### src/rtl/rr_arbiter_n_if.sv
// Request/grant bundle between N requesters and the round-robin arbiter.
// The master side drives requests, weights and lock; the slave side returns the grant.
interface rr_arbiter_n_if #(
    parameter int N  = 4,
    parameter int WW = 2
);
    localparam int IW = $clog2(N);

    logic [N-1:0]    req;
    logic [N*WW-1:0] weight;
    logic            lock;
    logic [N-1:0]    gnt;
    logic            gnt_valid;
    logic [IW-1:0]   gnt_id;

    modport master (output req, weight, lock, input gnt, gnt_valid, gnt_id);
    modport slave  (input req, weight, lock, output gnt, gnt_valid, gnt_id);
endinterface

### src/rtl/rr_arbiter_n.sv
// Registered weighted round-robin arbiter for N requesters with a lock input.
// The winner keeps the grant for weight+1 cycles, or indefinitely while lock is high.
module rr_arbiter_n #(
    parameter int N  = 4,
    parameter int WW = 2
) (
    input  logic          clk,
    input  logic          rst,
    rr_arbiter_n_if.slave bus
);
    localparam int IW  = $clog2(N);
    localparam int IW1 = IW + 1;

    typedef enum logic {IDLE, GRANT} state_t;

    state_t          state_q, state_d;
    logic [IW-1:0]   ptr_q, ptr_d;
    logic [IW-1:0]   owner_q, owner_d;
    logic [WW-1:0]   credit_q, credit_d;
    logic [N-1:0]    gnt_q, gnt_d;

    logic            found;
    logic [IW-1:0]   win;
    logic [IW1-1:0]  idx;
    logic [N-1:0]    win_onehot;
    logic            hold;

    // Rotating search from ptr; the sum stays below 2N, so one subtraction wraps it.
    always_comb begin
        found = 1'b0;
        win   = '0;
        idx   = '0;
        for (int k = 0; k < N; k++) begin
            idx = {1'b0, ptr_q} + IW1'(k);
            if (idx >= IW1'(N)) begin
                idx = idx - IW1'(N);
            end
            if (!found && bus.req[idx]) begin
                found = 1'b1;
                win   = idx[IW-1:0];
            end
        end
    end

    generate
        for (genvar gi = 0; gi < N; gi++) begin : g_onehot
            assign win_onehot[gi] = (win == IW'(gi));
        end
    endgenerate

    assign hold = (state_q == GRANT) && bus.req[owner_q] &&
                  (bus.lock || (credit_q != '0));

    always_comb begin
        state_d  = state_q;
        ptr_d    = ptr_q;
        owner_d  = owner_q;
        credit_d = credit_q;
        gnt_d    = gnt_q;
        if (hold) begin
            if (!bus.lock) begin
                credit_d = credit_q - 1'b1;
            end
        end else if (found) begin
            state_d  = GRANT;
            owner_d  = win;
            gnt_d    = win_onehot;
            credit_d = bus.weight[win*WW +: WW];
            ptr_d    = (win == IW'(N - 1)) ? '0 : win + 1'b1;
        end else begin
            // Nobody requesting: ptr and credit deliberately keep their values.
            state_d = IDLE;
            owner_d = '0;
            gnt_d   = '0;
        end
    end

    always_ff @(posedge clk or negedge rst) begin
        if (!rst) begin
            state_q  <= IDLE;
            ptr_q    <= '0;
            owner_q  <= '0;
            credit_q <= '0;
            gnt_q    <= '0;
        end else begin
            state_q  <= state_d;
            ptr_q    <= ptr_d;
            owner_q  <= owner_d;
            credit_q <= credit_d;
            gnt_q    <= gnt_d;
        end
    end

    assign bus.gnt       = gnt_q;
    assign bus.gnt_valid = (state_q == GRANT);
    assign bus.gnt_id    = owner_q;
endmodule

### src/flat_wrapper.sv
// flat-port wrapper written by rule: the top's interface ports become plain ports
module rr_arbiter_n_flat 
#(
    parameter int N  = 4,
    parameter int WW = 2
)
  (clk, rst, bus_req, bus_weight, bus_lock, bus_gnt, bus_gnt_valid, bus_gnt_id);
  rr_arbiter_n_if #(.N(N), .WW(WW)) bus_i ();
  input  logic clk;
  input  logic rst;
  input wire logic [$bits(bus_i.req)-1:0] bus_req;
  input wire logic [$bits(bus_i.weight)-1:0] bus_weight;
  input wire logic [$bits(bus_i.lock)-1:0] bus_lock;
  output wire logic [$bits(bus_i.gnt)-1:0] bus_gnt;
  output wire logic [$bits(bus_i.gnt_valid)-1:0] bus_gnt_valid;
  output wire logic [$bits(bus_i.gnt_id)-1:0] bus_gnt_id;
  assign bus_i.req = bus_req;
  assign bus_i.weight = bus_weight;
  assign bus_i.lock = bus_lock;
  assign bus_gnt = bus_i.gnt;
  assign bus_gnt_valid = bus_i.gnt_valid;
  assign bus_gnt_id = bus_i.gnt_id;
  rr_arbiter_n #(.N(N), .WW(WW)) u_core (.clk(clk), .rst(rst), .bus(bus_i));
endmodule
### config.mk
export PLATFORM = sky130hd
export DESIGN_NAME = rr_arbiter_n_flat
export DESIGN_NICKNAME = d
export VERILOG_FILES = /design/src/rtl/rr_arbiter_n_if.sv /design/src/rtl/rr_arbiter_n.sv /design/src/flat_wrapper.sv
export SDC_FILE = /design/constraint.sdc
export NUM_CORES = 1
export LEC_CHECK = 0
export ABC_AREA = 1
export BUFFER_PORTS_ARGS = -buffer_cell sky130_fd_sc_hd__buf_2
export CAP_MARGIN = 20
export CORE_ASPECT_RATIO = 1.5
export CORE_UTILIZATION = 40
export CTS_CLUSTER_SIZE = 25
export DETAILED_ROUTE_END_ITERATION = 12
export PLACE_DENSITY_LB_ADDON = 0.3
export SKIP_CTS_REPAIR_TIMING = 1
export SYNTH_ARGS = -nofsm -noshare
export SYNTH_HDL_FRONTEND = slang
export SYNTH_SLANG_ARGS = --single-unit
### constraint.sdc
create_clock -name clk -period 2.3 [get_ports clk]
set_input_delay 0 -clock clk [delete_from_list [all_inputs] [get_ports clk]]
set_output_delay 0 -clock clk [all_outputs]
set_load 0.02 [all_outputs]
* Yosys cells after proc, flatten, opt, wreduce, memory -nomap -nowiden
Index checks and enable logic that the tools add are counted.
W data, S select, Z words.
** Word-level totals
- Output and inout port bits :: 7
- Bits in registers :: 11
- Bits of input ports :: 15
- Word-level logic and storage cells :: 72
** Cells by class
- Multiplexer cells :: 29
- Eq/ne operators :: 4
- Reductions and logical operators :: 14
- Shift-type cells :: 1
- Order comparisons :: 9
- Bitwise logic cells :: 1
- $add $sub $neg :: 9
** Operators with widths (count)
- $mux W2 :: 9
- $lt A3 B3 Y1 const B :: 4
- $mux W3 :: 4
- $bmux W1 S2 :: 5
- $mux W1 :: 10
- $ge A3 B3 Y1 const B :: 3
- $sub A3 B3 Y3 const B :: 3
- $shiftx A8 B4 Y2 :: 1
- $add A2 B2 Y3 const B :: 2
- $logic_and A1 B1 Y1 :: 5
- $eq A2 B2 Y1 const B :: 2
- $mux W4 :: 1
- $reduce_and A2 Y1 :: 2
- $reduce_bool A2 Y1 :: 2
- $add A2 B1 Y3 const B :: 1
- $ge A2 B3 Y1 const B :: 1
- $logic_not A1 Y1 :: 3
- $lt A2 B3 Y1 const B :: 1
- $sub A2 B3 Y3 const B :: 1
- $add A2 B1 Y2 const B :: 1
- $eq A2 B1 Y1 const B :: 1
- $logic_not A2 Y1 :: 1
- $ne A2 B2 Y1 const B :: 1
- $sub A2 B1 Y2 const B :: 1
- other kinds (2) :: 2

* Longest topological paths before layout
- Depth in word-level cells :: 17
- Depth in mapped cells :: 14
- Depth with buffers taken out :: 14

* Worst setup path before layout
No wires, ideal clock.
- Kind :: reg-to-reg
- Start point :: register u_core.ptr_q[0]
- End point :: register u_core.ptr_q[1]
- Setup time :: 0.122 ns
- Cell stages (with the launch flop) :: 13
- Period minus slack after synthesis :: 1.728 ns
- Data required time :: 2.178 ns
- Arrival time :: 1.606 ns
- Buffers on the path :: 1
- Slack :: 0.572 ns
- Cell sequence :: dfrtp_1 -> buf_6 -> nand2_1 -> nand2_1 -> nand2_2 -> nand2_4 -> nor2_8 -> nand3_4 -> nand3_4 -> inv_1 -> ha_1 -> nand2_1 -> o21ai_1
** On the way
- Longest elaborated chain between the ends :: 16
- Elaborated cells between the ends (all ways) :: 41
- Classes of those cells :: add/sub (8); order compare (4); eq/ne (1); mux (21); reduce/logical (7)
** Ends and longest elaborated chain
- from (decl) :: RTL line rr_arbiter_n.sv:17 : logic [IW-1:0] ptr_q, ptr_d;
- from (signal assigned) :: RTL line rr_arbiter_n.sv:87 : ptr_q <= ptr_d;
- branches (longest 16 deep; another with $add A2 B1 Y3)
Several ways; the timed one is not identified. The select of a mux whose other input is x is not followed.
A chain may end at the register's enable or synchronous reset.

* Worst setup path in the final report
Ends and elaborated chain as after synthesis.

==> flow_metrics.env <==
export IMPL_crit_required_ns=2.46
export IMPL_grt_max_degree=12
export IMPL_drv_cap=0
export IMPL_synthXorXnorAreaFrac=0
export IMPL_cts_max_path_buffers=2
export IMPL_rows=21
export IMPL_ys_seq_area_frac=0.285
export IMPL_max_slew_margin_rel=0.781
export IMPL_fin_nets=182
export IMPL_synth_compound_area_frac=0.111
export IMPL_dp_hpwl_mm=1.88
export IMPL_drt_pass1_iterations=4
export IMPL_final_cell_mix="nand2_1, buf_2, inv_1, nand3_1, dfrtp_1"
export IMPL_setup_viol_count_final=0
export IMPL_synth_seq_cells=11
export IMPL_ys_warn_count=0
export IMPL_crit_path_end_kind="flop"
export IMPL_port_buffers=21
export IMPL_finClkSkew_ns=0.00376
export IMPL_reg2reg_depth=13
export IMPL_synth_distinct_cells=20
export IMPL_place_congestion=0.852
export IMPL_synth_simple_gate_area_share=0.435
export IMPL_critPathKind="flop to flop"
export IMPL_grt_usage=0.204
export IMPL_cts_buffers=3
export IMPL_cp_max_fo=11
export IMPL_overflow=0
export IMPL_postSynthCellCount=136
export IMPL_path_cells="inv_2 > nand2_1 > nand2_4 > nand2_1 > nand2_1 > nand2_1 > nand2_1 > nand2_2 > nand3_4 > inv_1 > ha_1 > nand2_1 > o21ai_1"
export IMPL_clock_latency_ns=0.27
export IMPL_post_drt_wl_per_cell_um=12.4
export IMPL_grt_pass1_vias=963
export IMPL_grt_pass1_wl_mm=4.24
export IMPL_cp_slowest_cell="dfrtp_2"
export IMPL_rsz0062_at_grt="false"
export IMPL_coreArea_sq_um=2260
export IMPL_cp_common_cell="nand2_1"
export IMPL_tns_ns=0
export IMPL_finalHoldViolCount=0
export IMPL_die_area_sq_um=2620
export IMPL_max_stage_delay_ns=0.49
export IMPL_fin_crit_sh=0.876
export IMPL_h_tree_depth=1
export IMPL_slew_viol_final=0
export IMPL_antenna_found_initial=0
export IMPL_worstMarginPinSlew_ns=0.328
export IMPL_syn_area_sq_um=967
export IMPL_synth_nets=156
export IMPL_die_x_um=42.2
export IMPL_start_kind="flop"
export IMPL_path_clk_slew_ns=0.07
export IMPL_via_per_inst=5.26
export IMPL_hold_class="primary input to async pin"
export IMPL_status="finished, final reports clean"
export IMPL_regToRegSetupSlack_ns=0.29
export IMPL_synthAdderAreaFrac=0.0647
export IMPL_worst_r2r_endpoint="u_core.ptr_q[1]$_DFFE_PN0P_"
export IMPL_final_core_util=0.499
export IMPL_first_iter_violations=26
export IMPL_cts_tree="built"
export IMPL_cp_arrival_ns=2.17
export IMPL_layout_drive_gt1_share=0.286
export IMPL_drt_wl_total_mm=2.28
export IMPL_vias=968
export IMPL_cts_root_buf="clkbuf_4"
export IMPL_start_util=0.428
export IMPL_io_pin_count=22
export IMPL_ant_nets=0
export IMPL_clock_fmax_ghz=0.496
export IMPL_synth_top_family_by_area="simple AND/OR/NAND/NOR gates"
export IMPL_area_delta_synth_final_pct=16.6
export IMPL_final_common_cell="nand2_1"
export IMPL_synthMuxAreaShare=0
export IMPL_die_y_um=62.2
export IMPL_avgSynthCellArea_sq_um=7.11
export IMPL_cts_sinks=11
export IMPL_reg2reg_from="u_core.ptr_q[0]$_DFFE_PN0P_"
export IMPL_num_antenna_cells=0
export IMPL_period_needed_ns=2.01
export IMPL_drc=0
## cell usage after synthesis
cell type  count  area share
a21boi_1       1      0.0078
a21oi_1        1      0.0052
a22o_1         4       0.036
a31oi_1        2       0.013
buf_6          1       0.012
dfrtp_1       11        0.28
ha_1           5       0.065
inv_1         19       0.074
inv_2          5       0.019
nand2_1       47        0.18
nand2_2        7       0.045
nand2_4        3       0.035
nand3_1       10       0.052
nand3_2        3       0.031
nand3_4        2       0.036
nand4_1        5       0.032
nor2_8         1       0.021
o211ai_1       1      0.0078
o21ai_0        3       0.016
o21ai_1        5       0.026
## state kept, by name, indices dropped and copies added (netlist names)
| signal | flops |
|---|---|
| u_core.bus.gnt | 4 |
| u_core.ptr_q | 2 |
| u_core.credit_q | 2 |
| u_core.bus.gnt_valid | 1 |
| u_core.bus.gnt_id | 2 |
## kinds of logic after synthesis
logic type,Yosys count
flops,11
simple gates,78
fa+ha+maj,5
buf+inv,25
compound gates,17
## worst max-delay path, delay by kind of cell, from the launching register on
kind	cells	cell delay (ns)
AND/OR/NAND/NOR	9	0.80
buffers and inverters	2	0.26
flip-flops	1	0.49
AO/OA/AOI/OAI	1	0.06
adder cells (fa/ha/maj)	1	0.29
## how the worst max path moves through the flow
stage	slack (ns)	depth (start not counted)	end	start
finish	0.29	13	u_core.ptr_q[1]$_DFFE_PN0P_	u_core.ptr_q[0]$_DFFE_PN0P_
global route	0.08	13	u_core.ptr_q[1]$_DFFE_PN0P_	u_core.ptr_q[0]$_DFFE_PN0P_
CTS	0.18	12	u_core.ptr_q[1]$_DFFE_PN0P_	u_core.ptr_q[0]$_DFFE_PN0P_
detailed placement	0.20	12	u_core.ptr_q[1]$_DFFE_PN0P_	u_core.ptr_q[0]$_DFFE_PN0P_
global placement	0.27	12	u_core.ptr_q[1]$_DFFE_PN0P_	u_core.ptr_q[0]$_DFFE_PN0P_
floorplan	0.57	12	u_core.ptr_q[1]$_DFFE_PN0P_	u_core.ptr_q[0]$_DFFE_PN0P_
## area by class of cell
type                    instances  area [sq um]
fillers                       236          1130
repair buffers                 22           115
clock buffers                   4          26.3
inverters                      24          90.1
flip-flops and latches         11           277
multi-input cells             100           591
well taps                      23          28.8
## per-layer routing
metal | GRT usage | part of all wire
met5 | 0 | 0
met2 | 0.346 | 0.53
met4 | 0.0898 | 0.026
met1 | 0.259 | 0.42
met3 | 0.0174 | 0.026
## per-stage QoR
step	worst slack, ns	hold WS (ns)	area [sq um]	std cells
after floorplan	0.572	-0.296	967	136
after global placement	0.266	-0.125	1090	179
after detailed placement	0.202	-0.118	1090	179
after CTS	0.180	-0.404	1120	183
after global routing	0.0777	0.159	1130	184
final	0.286	0.118	1130	184
Power is left out: the tool's default activity adds up to more than one toggle a clock period on the data nets, which glitch-free logic cannot reach.
